**config.mk**
```make
export PLATFORM = sky130hd
export DESIGN_NAME = multicycle_ctrl
export DESIGN_NICKNAME = d
export VERILOG_FILES = /design/src/rtl/multicycle_ctrl.sv
export SDC_FILE = /design/constraint.sdc
export NUM_CORES = 1
export LEC_CHECK = 0
export ABC_AREA = 1
export CAP_MARGIN = 20
export CORE_ASPECT_RATIO = 0.7
export CORE_MARGIN = 1.5
export CORE_UTILIZATION = 26
export CTS_BUF_LIST = sky130_fd_sc_hd__clkbuf_16
export CTS_CLUSTER_DIAMETER = 80
export DETAILED_ROUTE_END_ITERATION = 10
export PLACE_DENSITY = 0.55
export SKIP_CTS_REPAIR_TIMING = 1
export SYNTH_ARGS = -nofsm -noshare
export SYNTH_HDL_FRONTEND = slang
export SYNTH_SLANG_ARGS = --single-unit
```
**constraint.sdc**
```tcl
create_clock -name Clk -period 2.6 [get_ports Clk]
set_input_delay 0.52 -clock Clk [delete_from_list [all_inputs] [get_ports Clk]]
set_output_delay 0.52 -clock Clk [all_outputs]
set_load 0.03 [all_outputs]
```
**src/rtl/multicycle_ctrl.sv**
```systemverilog
// Multicycle MIPS-style main control unit: a Moore FSM that sequences fetch,
// decode and the per-class execute steps, and counts retired instructions.
module multicycle_ctrl (
   input  logic        Clk,
   input  logic        Rst,
   input  logic [5:0]  opcode,
   input  logic        zero,
   input  logic        mem_ready,
   output logic        pc_write,
   output logic        pc_write_cond,
   output logic        i_or_d,
   output logic        mem_read,
   output logic        mem_write,
   output logic        ir_write,
   output logic        mem_to_reg,
   output logic        reg_dst,
   output logic        reg_write,
   output logic        alu_src_a,
   output logic [1:0]  alu_src_b,
   output logic [2:0]  alu_op,
   output logic [1:0]  pc_source,
   output logic [3:0]  state,
   output logic        illegal_op,
   output logic [31:0] instr_count
);

   typedef enum logic [3:0] {
      S_FETCH     = 4'd0,
      S_DECODE    = 4'd1,
      S_MEM_ADDR  = 4'd2,
      S_MEM_READ  = 4'd3,
      S_MEM_WB    = 4'd4,
      S_MEM_WRITE = 4'd5,
      S_EXECUTE   = 4'd6,
      S_R_WB      = 4'd7,
      S_BRANCH    = 4'd8,
      S_JUMP      = 4'd9,
      S_ADDI_EXEC = 4'd10,
      S_ADDI_WB   = 4'd11
   } state_e;

   localparam logic [5:0] OP_RTYPE = 6'b000000;
   localparam logic [5:0] OP_J     = 6'b000010;
   localparam logic [5:0] OP_BEQ   = 6'b000100;
   localparam logic [5:0] OP_ADDI  = 6'b001000;
   localparam logic [5:0] OP_LW    = 6'b100011;
   localparam logic [5:0] OP_SW    = 6'b101011;

   state_e      state_q, state_d;
   logic [31:0] instr_count_q, instr_count_d;
   logic        retire;
   logic        zero_unused;

   // The zero flag is combined with pc_write_cond by the datapath's PC enable.
   assign zero_unused = zero;

   always_comb begin
      state_d = S_FETCH;
      case (state_q)
         S_FETCH:     state_d = mem_ready ? S_DECODE : S_FETCH;
         S_DECODE: begin
            case (opcode)
               OP_LW, OP_SW: state_d = S_MEM_ADDR;
               OP_RTYPE:     state_d = S_EXECUTE;
               OP_BEQ:       state_d = S_BRANCH;
               OP_J:         state_d = S_JUMP;
               OP_ADDI:      state_d = S_ADDI_EXEC;
               default:      state_d = S_FETCH;
            endcase
         end
         S_MEM_ADDR:  state_d = (opcode == OP_SW) ? S_MEM_WRITE : S_MEM_READ;
         S_MEM_READ:  state_d = mem_ready ? S_MEM_WB : S_MEM_READ;
         S_MEM_WB:    state_d = S_FETCH;
         S_MEM_WRITE: state_d = mem_ready ? S_FETCH : S_MEM_WRITE;
         S_EXECUTE:   state_d = S_R_WB;
         S_R_WB:      state_d = S_FETCH;
         S_BRANCH:    state_d = S_FETCH;
         S_JUMP:      state_d = S_FETCH;
         S_ADDI_EXEC: state_d = S_ADDI_WB;
         S_ADDI_WB:   state_d = S_FETCH;
         default:     state_d = S_FETCH;
      endcase
   end

   // An instruction retires on the edge that leaves its last state.
   always_comb begin
      retire = 1'b0;
      case (state_q)
         S_MEM_WB, S_R_WB, S_BRANCH, S_JUMP, S_ADDI_WB: retire = 1'b1;
         S_MEM_WRITE:                                    retire = mem_ready;
         default:                                        retire = 1'b0;
      endcase
      instr_count_d = retire ? instr_count_q + 32'd1 : instr_count_q;
   end

   always_ff @(posedge Clk or posedge Rst) begin
      if (Rst) begin
         state_q       <= S_FETCH;
         instr_count_q <= 32'd0;
      end else begin
         state_q       <= state_d;
         instr_count_q <= instr_count_d;
      end
   end

   always_comb begin
      pc_write      = 1'b0;
      pc_write_cond = 1'b0;
      i_or_d        = 1'b0;
      mem_read      = 1'b0;
      mem_write     = 1'b0;
      ir_write      = 1'b0;
      mem_to_reg    = 1'b0;
      reg_dst       = 1'b0;
      reg_write     = 1'b0;
      alu_src_a     = 1'b0;
      alu_src_b     = 2'b00;
      alu_op        = 3'b000;
      pc_source     = 2'b00;
      illegal_op    = 1'b0;
      case (state_q)
         S_FETCH: begin
            mem_read  = 1'b1;
            alu_src_b = 2'b01;
            ir_write  = mem_ready;
            pc_write  = mem_ready;
         end
         S_DECODE: begin
            alu_src_b = 2'b11;
            case (opcode)
               OP_LW, OP_SW, OP_RTYPE, OP_BEQ, OP_J, OP_ADDI: illegal_op = 1'b0;
               default:                                       illegal_op = 1'b1;
            endcase
         end
         S_MEM_ADDR, S_ADDI_EXEC: begin
            alu_src_a = 1'b1;
            alu_src_b = 2'b10;
         end
         S_MEM_READ: begin
            mem_read = 1'b1;
            i_or_d   = 1'b1;
         end
         S_MEM_WB: begin
            reg_write  = 1'b1;
            mem_to_reg = 1'b1;
         end
         S_MEM_WRITE: begin
            mem_write = 1'b1;
            i_or_d    = 1'b1;
         end
         S_EXECUTE: begin
            alu_src_a = 1'b1;
            alu_op    = 3'b010;
         end
         S_R_WB: begin
            reg_write = 1'b1;
            reg_dst   = 1'b1;
         end
         S_BRANCH: begin
            alu_src_a     = 1'b1;
            alu_op        = 3'b001;
            pc_write_cond = 1'b1;
            pc_source     = 2'b01;
         end
         S_JUMP: begin
            pc_write  = 1'b1;
            pc_source = 2'b10;
         end
         S_ADDI_WB: reg_write = 1'b1;
         default: ;
      endcase
      // Reset must silence every architectural write strobe, even in FETCH.
      if (Rst) begin
         pc_write      = 1'b0;
         pc_write_cond = 1'b0;
         ir_write      = 1'b0;
         reg_write     = 1'b0;
         mem_write     = 1'b0;
         illegal_op    = 1'b0;
      end
   end

   assign state       = state_q;
   assign instr_count = instr_count_q;

endmodule

```
=== After elaboration in Yosys (flattened, before gate mapping) ===
Cells that the tools add are included.

* Register bits after elaboration: 36
* Input bits: 10
* Output and inout port bits: 54

* Add/subtract/negate cells: 1
* Equality and inequality tests: 16
* Multiplexer cells: 28
* Reductions and logical operators: 10

{| class="wikitable"
|+ Operators by type and width
! cell !! number
|-
| adder 32 x 1 -> 32 bit (second input constant) || 1
|-
| one-hot mux 4 bit (7 select lines) || 1
|-
| one-hot mux 4 bit (5 select lines) || 1
|-
| two-way mux 1 bit || 18
|-
| == test 4 x 3 -> 1 bit (second input constant) || 4
|-
| == test 4 bit (second input constant) || 4
|-
| == test 6 bit (second input constant) || 2
|-
| two-way mux 3 bit || 3
|-
| == test 4 x 2 -> 1 bit (second input constant) || 2
|-
| one-hot mux 2 bit (2 select lines) || 2
|-
| OR reduction 2 bit || 4
|-
| == test 6 x 2 -> 1 bit (second input constant) || 1
|-
| == test 6 x 3 -> 1 bit (second input constant) || 1
|-
| == test 6 x 4 -> 1 bit (second input constant) || 1
|-
| zero test 6 bit || 1
|-
| one-hot mux 2 bit (3 select lines) || 1
|-
| OR reduction 6 bit || 1
|-
| OR reduction 5 bit || 1
|-
| == test 4 x 1 -> 1 bit (second input constant) || 1
|-
| zero test 4 bit || 1
|-
| one-hot mux 1 bit (2 select lines) || 2
|-
| OR reduction 4 bit || 1
|-
| OR reduction 3 bit || 1
|}

=== Logic depth before layout (Yosys ltp) ===
* Word-level depth: 5
* Depth in mapped cells: 11

=== Worst setup path before layout ===
OpenSTA, ideal clock, no wires.

* Kind: reg2out
* Start: reg state_q[3], in the netlist state[3]
* End: out pc_write
* Arrival: 2.200 ns
* Required time: 2.080 ns
* Path slack: -0.120 ns
* Stages on the path, launching flop included: 6
* Path through: dfrtp_1 -> nor2_1 -> inv_1 -> nor2_1 -> nand3_1 -> o21ai_0

* Cells in the longest elaborated chain, start to end: 3
* Elaborated cells between the ends (all ways): 4

{| class="wikitable"
|+ Ends and longest elaborated chain
! item !! RTL line !! source
|-
| start: declaration || 49 || <nowiki>state_e state_q, state_d;</nowiki>
|-
| start signal: assignment || 101 || <nowiki>state_q <= state_d;</nowiki>
|-
| == test 4 bit / zero test 4 bit (equally long branches) || 121 || <nowiki>case (state_q)</nowiki>
|-
| one-hot mux 1 bit (2 select lines) * || 121 ||
|-
| two-way mux 1 bit * || 173 || <nowiki>if (Rst) begin</nowiki>
|-
| end: declaration || 9 || <nowiki>output logic pc_write,</nowiki>
|}

Mark *: on every way between the ends. The rest lies on a longest branch, timed or not.

=== Final worst setup path ===
* Start: reg state_q[1], in the netlist state[1]
* End: out alu_op[1]

* Cells in the longest elaborated chain, start to end: 2
* Elaborated cells between the ends (all ways): 3

{| class="wikitable"
|+ Ends and longest elaborated chain
! item !! RTL line !! source
|-
| == test 4 bit / == test 4 x 3 -> 1 bit (equally long branches) || 121 ||
|-
| one-hot mux 2 bit (2 select lines) * || 121 ||
|-
| end: declaration || 20 || <nowiki>output logic [2:0] alu_op,</nowiki>
|}

Marks and branches as above.

==> impl_metrics.ini <==
[worst_hold_path]
hold_class = reg2reg

[yosys]
synth-seq-area-share = 0.350
synth_edf_count = 0
synthTopCellsByArea = dfrtp_1 35%, nand2_1 27%, nor2_1 12%
avgSynthCellArea_sq_um = 6.00
yosys_warnings = 0
synth.most_common_cell = nand2_1
syn_inst = 429
synth_ff_type = dfrtp_1
ys_ff_latch = 36
synth_nets = 440
yosysUniqueCellTypes = 22
synthesis.area_sq_um = 2570
synth_common_cells = 186 x nand2_1, 80 x nor2_1, 49 x inv_1
synth_top_cell_by_area = dfrtp_1
async_flop_share = 1.00
yosys.area.top_type_share = 0.350

[sta]
rsz0062_at_grt = no
clock.fmax_mhz = 404
finClkSkew_ns = 0.00444
hold_slack_ns = 0.536
fin_crit_ns = 2.47
hold_viol = 0
setup_violations = 0
slew_violations = 0
fin_ws_ns = 0.127
min_period_over_period = 0.951
final.setup.tns_ns = 0

[clock_network]
clockRootBuffer = clkbuf_16
path_clk_slew_ns = 0.06
clk_latency_ns = 0.28
cts_sinks = 36
clockBufferDepth = 2
cts_made_buffers = 5
htreeDepth = 2
cts_tree = yes

[critical_path]
crit_chain = inv_2, nor2_1, inv_1, nor2_1, clkdlybuf4s50_1
arrival_ns = 1.95
worstSetupStartpointType = flop
path_buf_inv = 3
critical-path-top-delay-family = buffers and inverters
end_kind = primary output
path_max_fanout = 6
critical_path_required_ns = 2.08
crit_path_frequent_cell = nor2_1
critPathKind = reg2out
crit_path_max_incr_delay_ns = 0.69
crit_slowest_cell = clkdlybuf4s50_1

[global_route]
top_usage_layer = met1
grt_pass1_vias = 2484
gr-usage-met1 = 0.228
grt_max_degree = 37
use_met2 = 0.223
grt_pass1_wl_um = 12400
use_met3 = 0.0368
antenna_found_initial = 0
gr-total-overflow = 0
grt_use_total = 0.153

[final_layout]
multi_input_area_sq_um = 1420
ff_latch_area_sq_um = 901
drive_above_1_share = 0.0559
diodes = 0
stdcell_area_sq_um = 3540
syn_to_final_growth_pct = 37.6
nets = 511
fillers = 1036

[placed_design]
pre_cts_slack_ns = -0.181
gp_congestion = 0.886
place_area_sq_um = 3360
portBuffers = 61
dpl.hpwl_um = 5890

[floorplanning]
coreArea_sq_um = 9650
die_area_sq_um = 10500
io_pins = 64
die_height_um = 86.2
fp-row-count = 30
die_x_um = 122
start_util = 0.267

[power]
vdd_drop_max_mv = 0.233
pwr_density_cell_nw_per_um2 = 625
cellLeakagePower_nw = 1.67

[detailed_routing]
wirelength_um = 7480
drt_drc_violations_left = 0
via_count = 2754
ant_nets = 0
post_drt_wl_per_cell_um = 11.9
vias_per_cell = 4.38
drt-pass1-iter-count = 4
drt_iter0_markers = 199

[run]
drv_cap = 0

[outcome]
outcome = complete, no violations
layout make-up:
type                    instances  area share
clock inverters                 3      0.0110
repair buffers                 71       0.197
multi-input cells             335       0.402
inverters                      51      0.0551
well taps                     128      0.0452
clock buffers                   5      0.0353
flip-flops and latches         36       0.254
power breakdown:
group / internal (mW) / switching, mW
registers: 0.612 / 0.0753
logic: 0.302 / 0.548
clock network: 0.447 / 0.229
worst reg2reg max path: cells and delay by family, from the launching register on:
family | cells | cell delay (ns)
and+or+nand+nor | 8 | 0.88
DFF | 1 | 0.42
adders and majority gates | 1 | 0.22
buffers and inverters | 1 | 0.13
layer usage:
layer	part of all wire	wire, um
met5	0	0
met4	0.0079	59
met3	0.054	401
met2	0.42	3170
met1	0.51	3850
final timing paths:
path,startpoint,to,slack [ns],depth (start not counted)
max,state[1],alu_op[1],0.13,5
min,instr_count[1],instr_count[1],0.54,2
max reg2reg,instr_count[0],instr_count[26],0.83,10
min reg2reg,instr_count[1],instr_count[1],0.54,2
max in group asynchronous,Rst,instr_count[19],1.44,3
min in group asynchronous,Rst,instr_count[20],0.80,3
registers in the layout, indices dropped and copies added, names as in the netlist:
signal / flops
state: 4
instr_count: 32
metrics by stage:
stage / total power [mW] / std cells / utilization
3_5_place_dp: 1.56 / 621 / 0.349
2_1_floorplan: 1.23 / 429 / -
4_1_cts: 2.25 / 629 / 0.365
3_3_place_gp: 1.55 / 621 / 0.349
6_report: 2.21 / 629 / 0.367
5_1_grt: 2.35 / 629 / 0.367
cell usage in the layout (no fill, tap or decap):
master           instances
nand2_1                186
nor2_1                  79
clkdlybuf4s50_1         56
inv_1                   49
dfrtp_1                 36
nand3_1                 22
buf_4                   10
xor2_1                   9
o21ai_1                  8
nand3b_1                 6
nand4_1                  5
clkbuf_16                5
dlymetal6s2s_1           5
a21oi_1                  4
nor2_2                   4
nand2_2                  3
nor3_1                   3
inv_2                    2
o21ai_0                  2
a21oi_2                  1
xnor2_1                  1
clkinvlp_4               1
ha_1                     1
conb_1                   1
bufinv_16                1
clkinv_2                 1
cell families after synthesis:
group | after synthesis | share of synthesized area
AND/OR/NAND/NOR | 308 | 0.481
XOR/XNOR | 10 | 0.0340
adder cells (fa/ha/maj) | 1 | 0.00486
other | 1 | 0.00146
flip-flops | 36 | 0.350
AO/OA/AOI/OAI | 15 | 0.0306
buffers and inverters | 58 | 0.0982
Note: power is estimated with default switching activity, not from simulation.
